--- config.mk ---
export PLATFORM = sky130hd
export DESIGN_NAME = stream_to_sdram_bridge
export DESIGN_NICKNAME = d
export VERILOG_FILES = /design/src/rtl/bridge_pkg.sv /design/src/rtl/wshb_fifo.sv /design/src/rtl/stream_to_sdram_bridge.sv
export SDC_FILE = /design/constraint.sdc
export NUM_CORES = 1
export LEC_CHECK = 0
export ABC_CLOCK_PERIOD_IN_PS = 9100
export CAP_MARGIN = 5
export CORE_UTILIZATION = 40
export DETAILED_ROUTE_END_ITERATION = 6
export DONT_BUFFER_PORTS = 1
export MAX_ROUTING_LAYER = met4
export PLACE_DENSITY = 0.52
export SETUP_SLACK_MARGIN = 0.3
export SLEW_MARGIN = 15
export SYNTH_ARGS = -nofsm -noshare
export SYNTH_HDL_FRONTEND = slang
export SYNTH_HIERARCHICAL = 1
export SYNTH_SLANG_ARGS = --single-unit
--- constraint.sdc ---
create_clock -name sys_clk -period 9.1 [get_ports sys_clk]
set_input_delay 1.365 -clock sys_clk [delete_from_list [all_inputs] [get_ports sys_clk]]
set_output_delay 1.365 -clock sys_clk [all_outputs]
set_load 0.01 [all_outputs]
--- src/rtl/bridge_pkg.sv ---
// rtl/bridge_pkg.sv - shared types and constants for the stream to SDRAM bridge
package bridge_pkg;

    typedef enum logic [0:0] {
        IDLE  = 1'b0,
        WRITE = 1'b1
    } state_t;

    typedef struct packed {
        logic [31:0] adr;
        logic [31:0] dat;
        logic [3:0]  sel;
    } fifo_entry_t;

    localparam logic [2:0] CTI_CLASSIC = 3'b000;
    localparam logic [1:0] BTE_LINEAR  = 2'b00;

endpackage

--- src/rtl/wshb_fifo.sv ---
// rtl/wshb_fifo.sv - single-clock FIFO of buffered Wishbone write requests
module wshb_fifo
    import bridge_pkg::*;
#(
    parameter int DEPTH = 8
)
(
    input  logic                   clk,
    input  logic                   rst,
    input  logic                   push,
    input  fifo_entry_t            push_entry,
    input  logic                   pop,
    output fifo_entry_t            head,
    output logic [$clog2(DEPTH):0] level,
    output logic                   full,
    output logic                   empty
);

    localparam int AW = $clog2(DEPTH);
    localparam int LW = AW + 1;

    fifo_entry_t   mem [DEPTH];
    logic [AW-1:0] wr_ptr;
    logic [AW-1:0] rd_ptr;
    logic          do_push;
    logic          do_pop;

    // Guard against overflow/underflow so a misbehaving caller cannot corrupt level.
    assign do_push = push & ~full;
    assign do_pop  = pop & ~empty;
    assign full    = (level == LW'(DEPTH));
    assign empty   = (level == '0);
    assign head    = mem[rd_ptr];

    // Storage needs no reset: level gates whether any slot is ever observed.
    always_ff @(posedge clk) begin
        if (do_push) begin
            mem[wr_ptr] <= push_entry;
        end
    end

    // Pointers wrap naturally because DEPTH is a power of two.
    always_ff @(posedge clk or posedge rst) begin
        if (rst) begin
            wr_ptr <= '0;
            rd_ptr <= '0;
            level  <= '0;
        end else begin
            if (do_push) begin
                wr_ptr <= wr_ptr + AW'(1);
            end
            if (do_pop) begin
                rd_ptr <= rd_ptr + AW'(1);
            end
            case ({do_push, do_pop})
                2'b10:   level <= level + LW'(1);
                2'b01:   level <= level - LW'(1);
                default: level <= level;
            endcase
        end
    end

endmodule

--- src/rtl/stream_to_sdram_bridge.sv ---
// rtl/stream_to_sdram_bridge.sv - buffers stream-bus writes and replays them as single SDRAM writes
module stream_to_sdram_bridge
    import bridge_pkg::*;
#(
    parameter int          DEPTH    = 8,
    parameter logic [31:0] BASE_ADR = 32'h0
)
(
    input  logic                   sys_clk,
    input  logic                   sys_rst,
    input  logic                   s_cyc,
    input  logic                   s_stb,
    input  logic                   s_we,
    input  logic [31:0]            s_adr,
    input  logic [31:0]            s_dat_ms,
    input  logic [3:0]             s_sel,
    output logic                   s_ack,
    output logic                   s_err,
    output logic                   s_rty,
    output logic [31:0]            s_dat_sm,
    output logic                   m_cyc,
    output logic                   m_stb,
    output logic                   m_we,
    output logic [31:0]            m_adr,
    output logic [31:0]            m_dat_ms,
    output logic [3:0]             m_sel,
    output logic [2:0]             m_cti,
    output logic [1:0]             m_bte,
    input  logic                   m_ack,
    input  logic                   m_err,
    output logic [$clog2(DEPTH):0] level,
    output logic                   err_flag
);

    fifo_entry_t push_entry;
    fifo_entry_t head;
    logic        fifo_full;
    logic        fifo_empty;
    logic        accept;
    logic        rd_req;
    logic        pop;
    logic        err_set;

    state_t      state;
    state_t      state_d;
    logic        m_cyc_d;
    logic        m_stb_d;
    logic        m_we_d;
    logic [31:0] m_adr_d;
    logic [31:0] m_dat_ms_d;
    logic [3:0]  m_sel_d;

    // Reads are never served with data and retries are never requested.
    assign s_dat_sm = 32'h0;
    assign s_rty    = 1'b0;
    assign m_cti    = CTI_CLASSIC;
    assign m_bte    = BTE_LINEAR;

    // Fullness comes from the registered level, so a same-cycle pop never frees a slot early.
    assign accept = s_cyc & s_stb & s_we & ~s_ack & ~fifo_full;
    assign rd_req = s_cyc & s_stb & ~s_we & ~s_err;

    assign push_entry.adr = s_adr;
    assign push_entry.dat = s_dat_ms;
    assign push_entry.sel = s_sel;

    wshb_fifo #(
        .DEPTH (DEPTH)
    ) u_fifo (
        .clk        (sys_clk),
        .rst        (sys_rst),
        .push       (accept),
        .push_entry (push_entry),
        .pop        (pop),
        .head       (head),
        .level      (level),
        .full       (fifo_full),
        .empty      (fifo_empty)
    );

    // One-cycle stream terminations: ack for accepted writes, err for any read.
    always_ff @(posedge sys_clk or posedge sys_rst) begin
        if (sys_rst) begin
            s_ack <= 1'b0;
            s_err <= 1'b0;
        end else begin
            s_ack <= accept;
            s_err <= rd_req;
        end
    end

    // Master FSM next state and registered SDRAM outputs; outputs hold unless changed.
    always_comb begin
        state_d    = state;
        m_cyc_d    = m_cyc;
        m_stb_d    = m_stb;
        m_we_d     = m_we;
        m_adr_d    = m_adr;
        m_dat_ms_d = m_dat_ms;
        m_sel_d    = m_sel;
        pop        = 1'b0;
        err_set    = 1'b0;
        case (state)
            IDLE: begin
                if (!fifo_empty) begin
                    state_d    = WRITE;
                    m_cyc_d    = 1'b1;
                    m_stb_d    = 1'b1;
                    m_we_d     = 1'b1;
                    m_adr_d    = head.adr + BASE_ADR;
                    m_dat_ms_d = head.dat;
                    m_sel_d    = head.sel;
                end
            end
            WRITE: begin
                // An error termination wins over a simultaneous ack; the word is dropped either way.
                if (m_ack || m_err) begin
                    state_d    = IDLE;
                    pop        = 1'b1;
                    err_set    = m_err;
                    m_cyc_d    = 1'b0;
                    m_stb_d    = 1'b0;
                    m_we_d     = 1'b0;
                    m_adr_d    = 32'h0;
                    m_dat_ms_d = 32'h0;
                    m_sel_d    = 4'h0;
                end
            end
            default: state_d = IDLE;
        endcase
    end

    // Master state and output registers; reset abandons any cycle in flight.
    always_ff @(posedge sys_clk or posedge sys_rst) begin
        if (sys_rst) begin
            state    <= IDLE;
            m_cyc    <= 1'b0;
            m_stb    <= 1'b0;
            m_we     <= 1'b0;
            m_adr    <= 32'h0;
            m_dat_ms <= 32'h0;
            m_sel    <= 4'h0;
        end else begin
            state    <= state_d;
            m_cyc    <= m_cyc_d;
            m_stb    <= m_stb_d;
            m_we     <= m_we_d;
            m_adr    <= m_adr_d;
            m_dat_ms <= m_dat_ms_d;
            m_sel    <= m_sel_d;
        end
    end

    // Sticky SDRAM error indicator, cleared only by reset.
    always_ff @(posedge sys_clk or posedge sys_rst) begin
        if (sys_rst) begin
            err_flag <= 1'b0;
        end else if (err_set) begin
            err_flag <= 1'b1;
        end
    end

endmodule

**Word-level counts from Yosys, hierarchy flattened**

Memory sizes are Yosys's and may differ from the RTL's.
Index checks and enable logic that the tools add are counted.

- Latch bits: 0
- Input port bits: 75
- Memory bits (writable): 544
- Register bits after elaboration: 83
- ROM bits: 0
- Word-level logic and storage cells: 60
- Memories: 1

Memory list:

| name | words | width | read ports | clocked after Yosys merged registers in | wr ports | RTL line | text |
|---|---|---|---|---|---|---|---|
| u_fifo.mem | 8 | 68 | 1 | 0 | 1 | wshb_fifo.sv:22 | `fifo_entry_t mem [DEPTH];` |

- Bitwise operators: 14
- $lt $le $gt $ge: 0
- $add $sub $neg: 4
- Equal/unequal tests: 5
- Muxes and demuxes: 21
- $mul: 0
- Shift operators: 0
- Divide/modulo/power cells: 0
- Reductions and logical operators: 4

Operators by type and width:

| kind | count |
|---|---|
| one-hot mux 32 bit (2 select lines) | 2 |
| 2-to-1 mux 32 bit | 3 |
| one-hot mux 4 bit (2 select lines) | 2 |
| 2-to-1 mux 1 bit | 10 |
| bitwise AND 1 bit | 8 |
| 2-to-1 mux 4 bit | 2 |
| adder 3 x 1 -> 3 bit, second input constant | 2 |
| inverter 1 bit | 6 |
| adder 4 x 1 -> 4 bit, second input constant | 1 |
| equality test 4 bit, second input constant | 1 |
| logical NOT 4 bit | 1 |
| one-hot mux 1 bit (2 select lines) | 2 |
| subtractor 4 x 1 -> 4 bit, second input constant | 1 |
| equality test 2 x 1 -> 1 bit, second input constant | 1 |
| equality test 2 bit, second input constant | 1 |
| != test 2 x 1 -> 1 bit, second input constant | 1 |
| != test 2 bit, second input constant | 1 |
| AND reduction 2 bit | 1 |
| nonzero test 2 bit | 1 |
| logical OR 1 bit | 1 |

**Depth between registers and ports, before layout**

- Word-level depth: 7
- Depth in mapped cells: 11

**Cells and area by module**

Netlist, hierarchy kept.

Modules (own cells, without submodules):

| module | area an instance (µm²) | seq. area each (µm²) | instances | cells an instance |
|---|---|---|---|---|
| wshb_fifo | 21061.4 | 16585.9 | 1 | 854 |
| stream_to_sdram_bridge | 4096.4 | 1826.8 | 1 | 367 |

**Worst setup path before layout**

OpenSTA, ideal clock, no wires.

- Kind: input -> register
- Start point: input port s_cyc
- End point: memory u_fifo/mem[1][0] in the netlist's numbering (enable)
- Required time: 8.523 ns
- Setup time: 0.577 ns
- Path buffers: 0
- Arrival: 6.811 ns
- Setup slack: 1.711 ns
- Cell stages on the path: 4
- Path through: nand2_1 -> nor4b_1 -> nand3_1 -> nor3_1

- Word-level cells in the longest chain between the ends: 7

RTL lines:

| element | RTL line | text |
|---|---|---|
| from (decl) | stream_to_sdram_bridge.sv:11 | `input logic s_cyc,` |
| bitwise AND 1 bit (4 in a row) | stream_to_sdram_bridge.sv:60 | `assign accept = s_cyc & s_stb & s_we & ~s_ack & ~fifo_full;` |
| named net accept | stream_to_sdram_bridge.sv:39 | `logic accept;` |
| bitwise AND 1 bit | wshb_fifo.sv:29 | `assign do_push = push & ~full;` |
| 2-to-1 mux 1 bit | wshb_fifo.sv:37 | `if (do_push) begin` |
| 2-to-1 mux 1 bit (not written as such) | wshb_fifo.sv:38 | `mem[wr_ptr] <= push_entry;` |
| to (decl) | wshb_fifo.sv:22 |  |

The timed path passes the listed nets, and every way through them passes these cells.

**Worst setup path in the final report**

- Start point: register u_fifo.level[0]
- End point: memory u_fifo/mem[6][17] in the netlist's numbering (enable)

- Word-level cells in the longest chain between the ends: 6

RTL lines:

| element | RTL line | text |
|---|---|---|
| from (decl) | wshb_fifo.sv:14 | `output logic [$clog2(DEPTH):0] level,` |
| from (signal assigned) | wshb_fifo.sv:56 | `2'b10: level <= level + LW'(1);` |
| from (signal assigned) | wshb_fifo.sv:57 | `2'b01: level <= level - LW'(1);` |
| from (signal assigned) | wshb_fifo.sv:58 | `default: level <= level;` |
| equality test 4 bit | wshb_fifo.sv:31 | `assign full = (level == LW'(DEPTH));` |
| named net fifo_full | stream_to_sdram_bridge.sv:37 | `logic fifo_full;` |
| inverter 1 bit | stream_to_sdram_bridge.sv:60 |  |
| bitwise AND 1 bit | stream_to_sdram_bridge.sv:60 |  |
| named net accept | stream_to_sdram_bridge.sv:39 |  |
| bitwise AND 1 bit | wshb_fifo.sv:29 |  |
| 2-to-1 mux 1 bit | wshb_fifo.sv:37 |  |
| 2-to-1 mux 1 bit (not written as such) | wshb_fifo.sv:38 |  |

The timed path passes the listed nets, and every way through them passes these cells.

==> results by group <==
Outcome
  • Run status: completed

Logic synthesis
  • Ys async rst share: approximately an eighth
  • Count leader, synth: edfxtp_1
  • Post-synth top flop: edfxtp_1
  • Top cells by count, synth: edfxtp_1, mux4_2, dfrtp_1
  • Seq/Total Area, Yosys: between 70% and 80%
  • Netlist cell types: between 40 and 50
  • Area contributors post-synth: edfxtp_1, mux4_2, dfrtp_1
  • Avg Inst Size Synth: roughly 21 um2
  • Synthesized area: between 20,000 and 30,000 um2
  • Area share of the largest cell type after synthesis: about 65%
  • Yosys warns: 6
  • Cell taking the most area after synthesis: edfxtp_1
  • Post-Syn Instances: between 1,000 and 1,500
  • Seq cells post-synth: approximately 630
  • Post-synth EDFFs: about 540

STA
  • Setup total negative slack: 0 ns
  • RSZ-0062 raised after global routing: no
  • Normalized max-slew margin: about 25%
  • Final Hold Viols: 0
  • Tcrit/Tclk final: 45.4%
  • Max-slew violation total from the final report: 0
  • Worst hold margin: between 0.4 and 0.5 ns
  • Slew @ Worst Pin: 1.12 ns
  • Finish-stage setup viols: 0
  • Post-route setup slack: ~5.0 ns
  • Fin crit period: between 4 and 5 ns
  • Clk_skew: 0.0194 ns
  • Fmax: ~240 MHz

Floorplan
  • Full die area: around 64,000 um2
  • Std-Cell Rows: 91
  • Die Width: approximately 250 um
  • # IOs: between 150 and 200
  • Die Span Y: between 200 and 300 um
  • Initial core utilization: between 40% and 50%
  • Core area: about 62,000 um2

Final layout
  • Share of layout cells above drive strength 1: about 28%
  • Final net count: roughly 1,300
  • Final Util: between 40% and 50%
  • Layout Area Growth over Synthesis: 11.3%
  • Fill cell count: 5,319
  • Diodes inserted: 0

Detailed routing
  • DRC viols: 0
  • Via count: 11,400
  • Total Wirelength: approximately 54 mm
  • Vias per inst: approximately 5.4
  • Final ANT Viol Nets: 0
  • Initial DRT Pass Iterations: 5
  • 1st-iter DRT viols: between 700 and 800
  • Wire length per cell: roughly 26 um

Clocking
  • CTS Buffer Depth: 3
  • Worst-path clk slew: ~0.060 ns
  • # Post-CTS Setup Buffers: 0
  • CTS tree: done
  • Clock H-tree levels: 3
  • Worst-Skew Late Latency: about 0.6 ns
  • Total CTS buffers: between 60 and 70
  • Post-CTS sizing: 0
  • Clock sinks: 627
  • Hold buffer count at CTS: 0
  • Root buffer cell: clkbuf_16

Worst setup path
  • Cell family with most CP delay: simple AND/OR/NAND/NOR gates
  • WP data arrival: 4.33 ns
  • CP peak stage delay: about 1 ns
  • Critical path fanouts, max: 40
  • CP max-delay cell: nor2_4
  • Critical path class: flip-flop to flip-flop
  • CP Launch Type: flip-flop
  • WP buf/inv: 2
  • Cells along the critical path: or4b_4, inv_1, nor4b_1, nand3b_1, nor2_4, buf_4
  • CP required: slightly above 9 ns
  • CP Capture Type: flip-flop

Place
  • PortBufs: 0
  • HPWL Detailed: roughly 30 mm
  • GPL Wtd Cong: between 0.6 and 0.7
  • Place WS: 4.26 ns

GRT
  • Tot GR Track Use: around 18%
  • First-pass GRT wire length: roughly 81 mm
  • Largest net degree at the start of global routing: a little over 100
  • Grt total ovfl: 0
  • Vias in the first global route: approximately 12,000
  • Initial antenna violation count: 0

Power and ir drop
  • VDD IR max: ~0.26 mV
  • Pwr dens: a little over 300 nW/um2
  • Leakage power: ~9.5 nW
  • Overall power: ~8.5 mW

Hold path
  • HP Class: flip-flop to flip-flop

Flow run
  • Max Cap Viol: 0
report_power, final:
group	internal (mW)	switching, mW
clock	1.60	1.09
combinational	1.08	0.996
sequential	3.38	0.352
worst paths after layout:
path	from	to	slack, ns	cells after the start
max	u_fifo/level[0]	u_fifo/mem[6][17]	4.97	6
min	s_err	s_err	0.50	1
max reg2reg	u_fifo/level[0]	u_fifo/mem[6][17]	4.97	6
min reg2reg	s_err	s_err	0.50	1
max in group asynchronous	sys_rst	m_adr[22]	7.42	2
min in group asynchronous	sys_rst	u_fifo/level[0]	0.66	1
cell families (layout without fill, tap and decap cells):
logic type,count (synthesis),after routing,share of synthesized area (%)
buf+inv,125,150,3.11
mux,240,240,16.7
other cells,1,38,0.0149
fa+ha+maj,6,6,0.328
xor+xnor,6,6,0.209
simple gates,139,139,4.18
flops,627,627,73.2
compound gates,77,77,2.31
placed cells by master (no fill, tap or decap), types with 3 or more instances in the layout:
cell and count:
dfrtp_1 79, and3b_1 36, mux2i_1 34, mux2_2 70
nor2_4 7, buf_4 19, conb_1 38, nand2_1 40
clkinvlp_4 3, nand3_1 3, clkbuf_16 71, clkinv_1 4
a211o_1 36, dfrtp_4 4, clkbuf_8 3, edfxtp_1 544
clkbuf_1 19, and4bb_2 17, bufinv_16 5, clkinv_2 13
nor4bb_1 12, o22ai_1 33, ha_1 5, xnor2_1 5
inv_1 8, mux4_2 136, and4bb_1 7
layer usage:
metal	up-vias	track usage [%]	routed length, um
met4	0	4.54	1020
met1	6115	23.0	23700
met2	259	28.4	26400
li1	4963	-	-
met3	82	4.46	3170
met5	-	-	0
stage by stage:
| stage | instances | instance area (um2) |
|---|---|---|
| floorplan | 1258 | 25300 |
| global placement | 1999 | 25800 |
| detailed placement | 1999 | 25800 |
| CTS | 2120 | 28000 |
| global route | 2120 | 28000 |
| finish | 2120 | 28000 |
layout make-up:
| class | instances | area [um2] | share of cell area [%] |
|---|---|---|---|
| inverters | 9 | 36.3 | 0.130 |
| well taps | 837 | 1050 | 3.74 |
| clock inverters | 28 | 279 | 0.996 |
| flip-flops and latches | 627 | 18400 | 65.8 |
| repair buffers | 20 | 163 | 0.581 |
| clock buffers | 93 | 1890 | 6.75 |
| multi-input cells | 506 | 6160 | 22.0 |
state kept, by name, indices dropped and copies added (netlist names):
signal	flops
m_adr	32
u_fifo/level	4
u_fifo/wr_ptr	3
err_flag	1
u_fifo/rd_ptr	3
state	1
m_sel	4
m_dat_ms	32
s_ack	1
u_fifo/mem	544
s_err	1
m_we	1
Note: power is estimated with default switching activity, not from simulation.
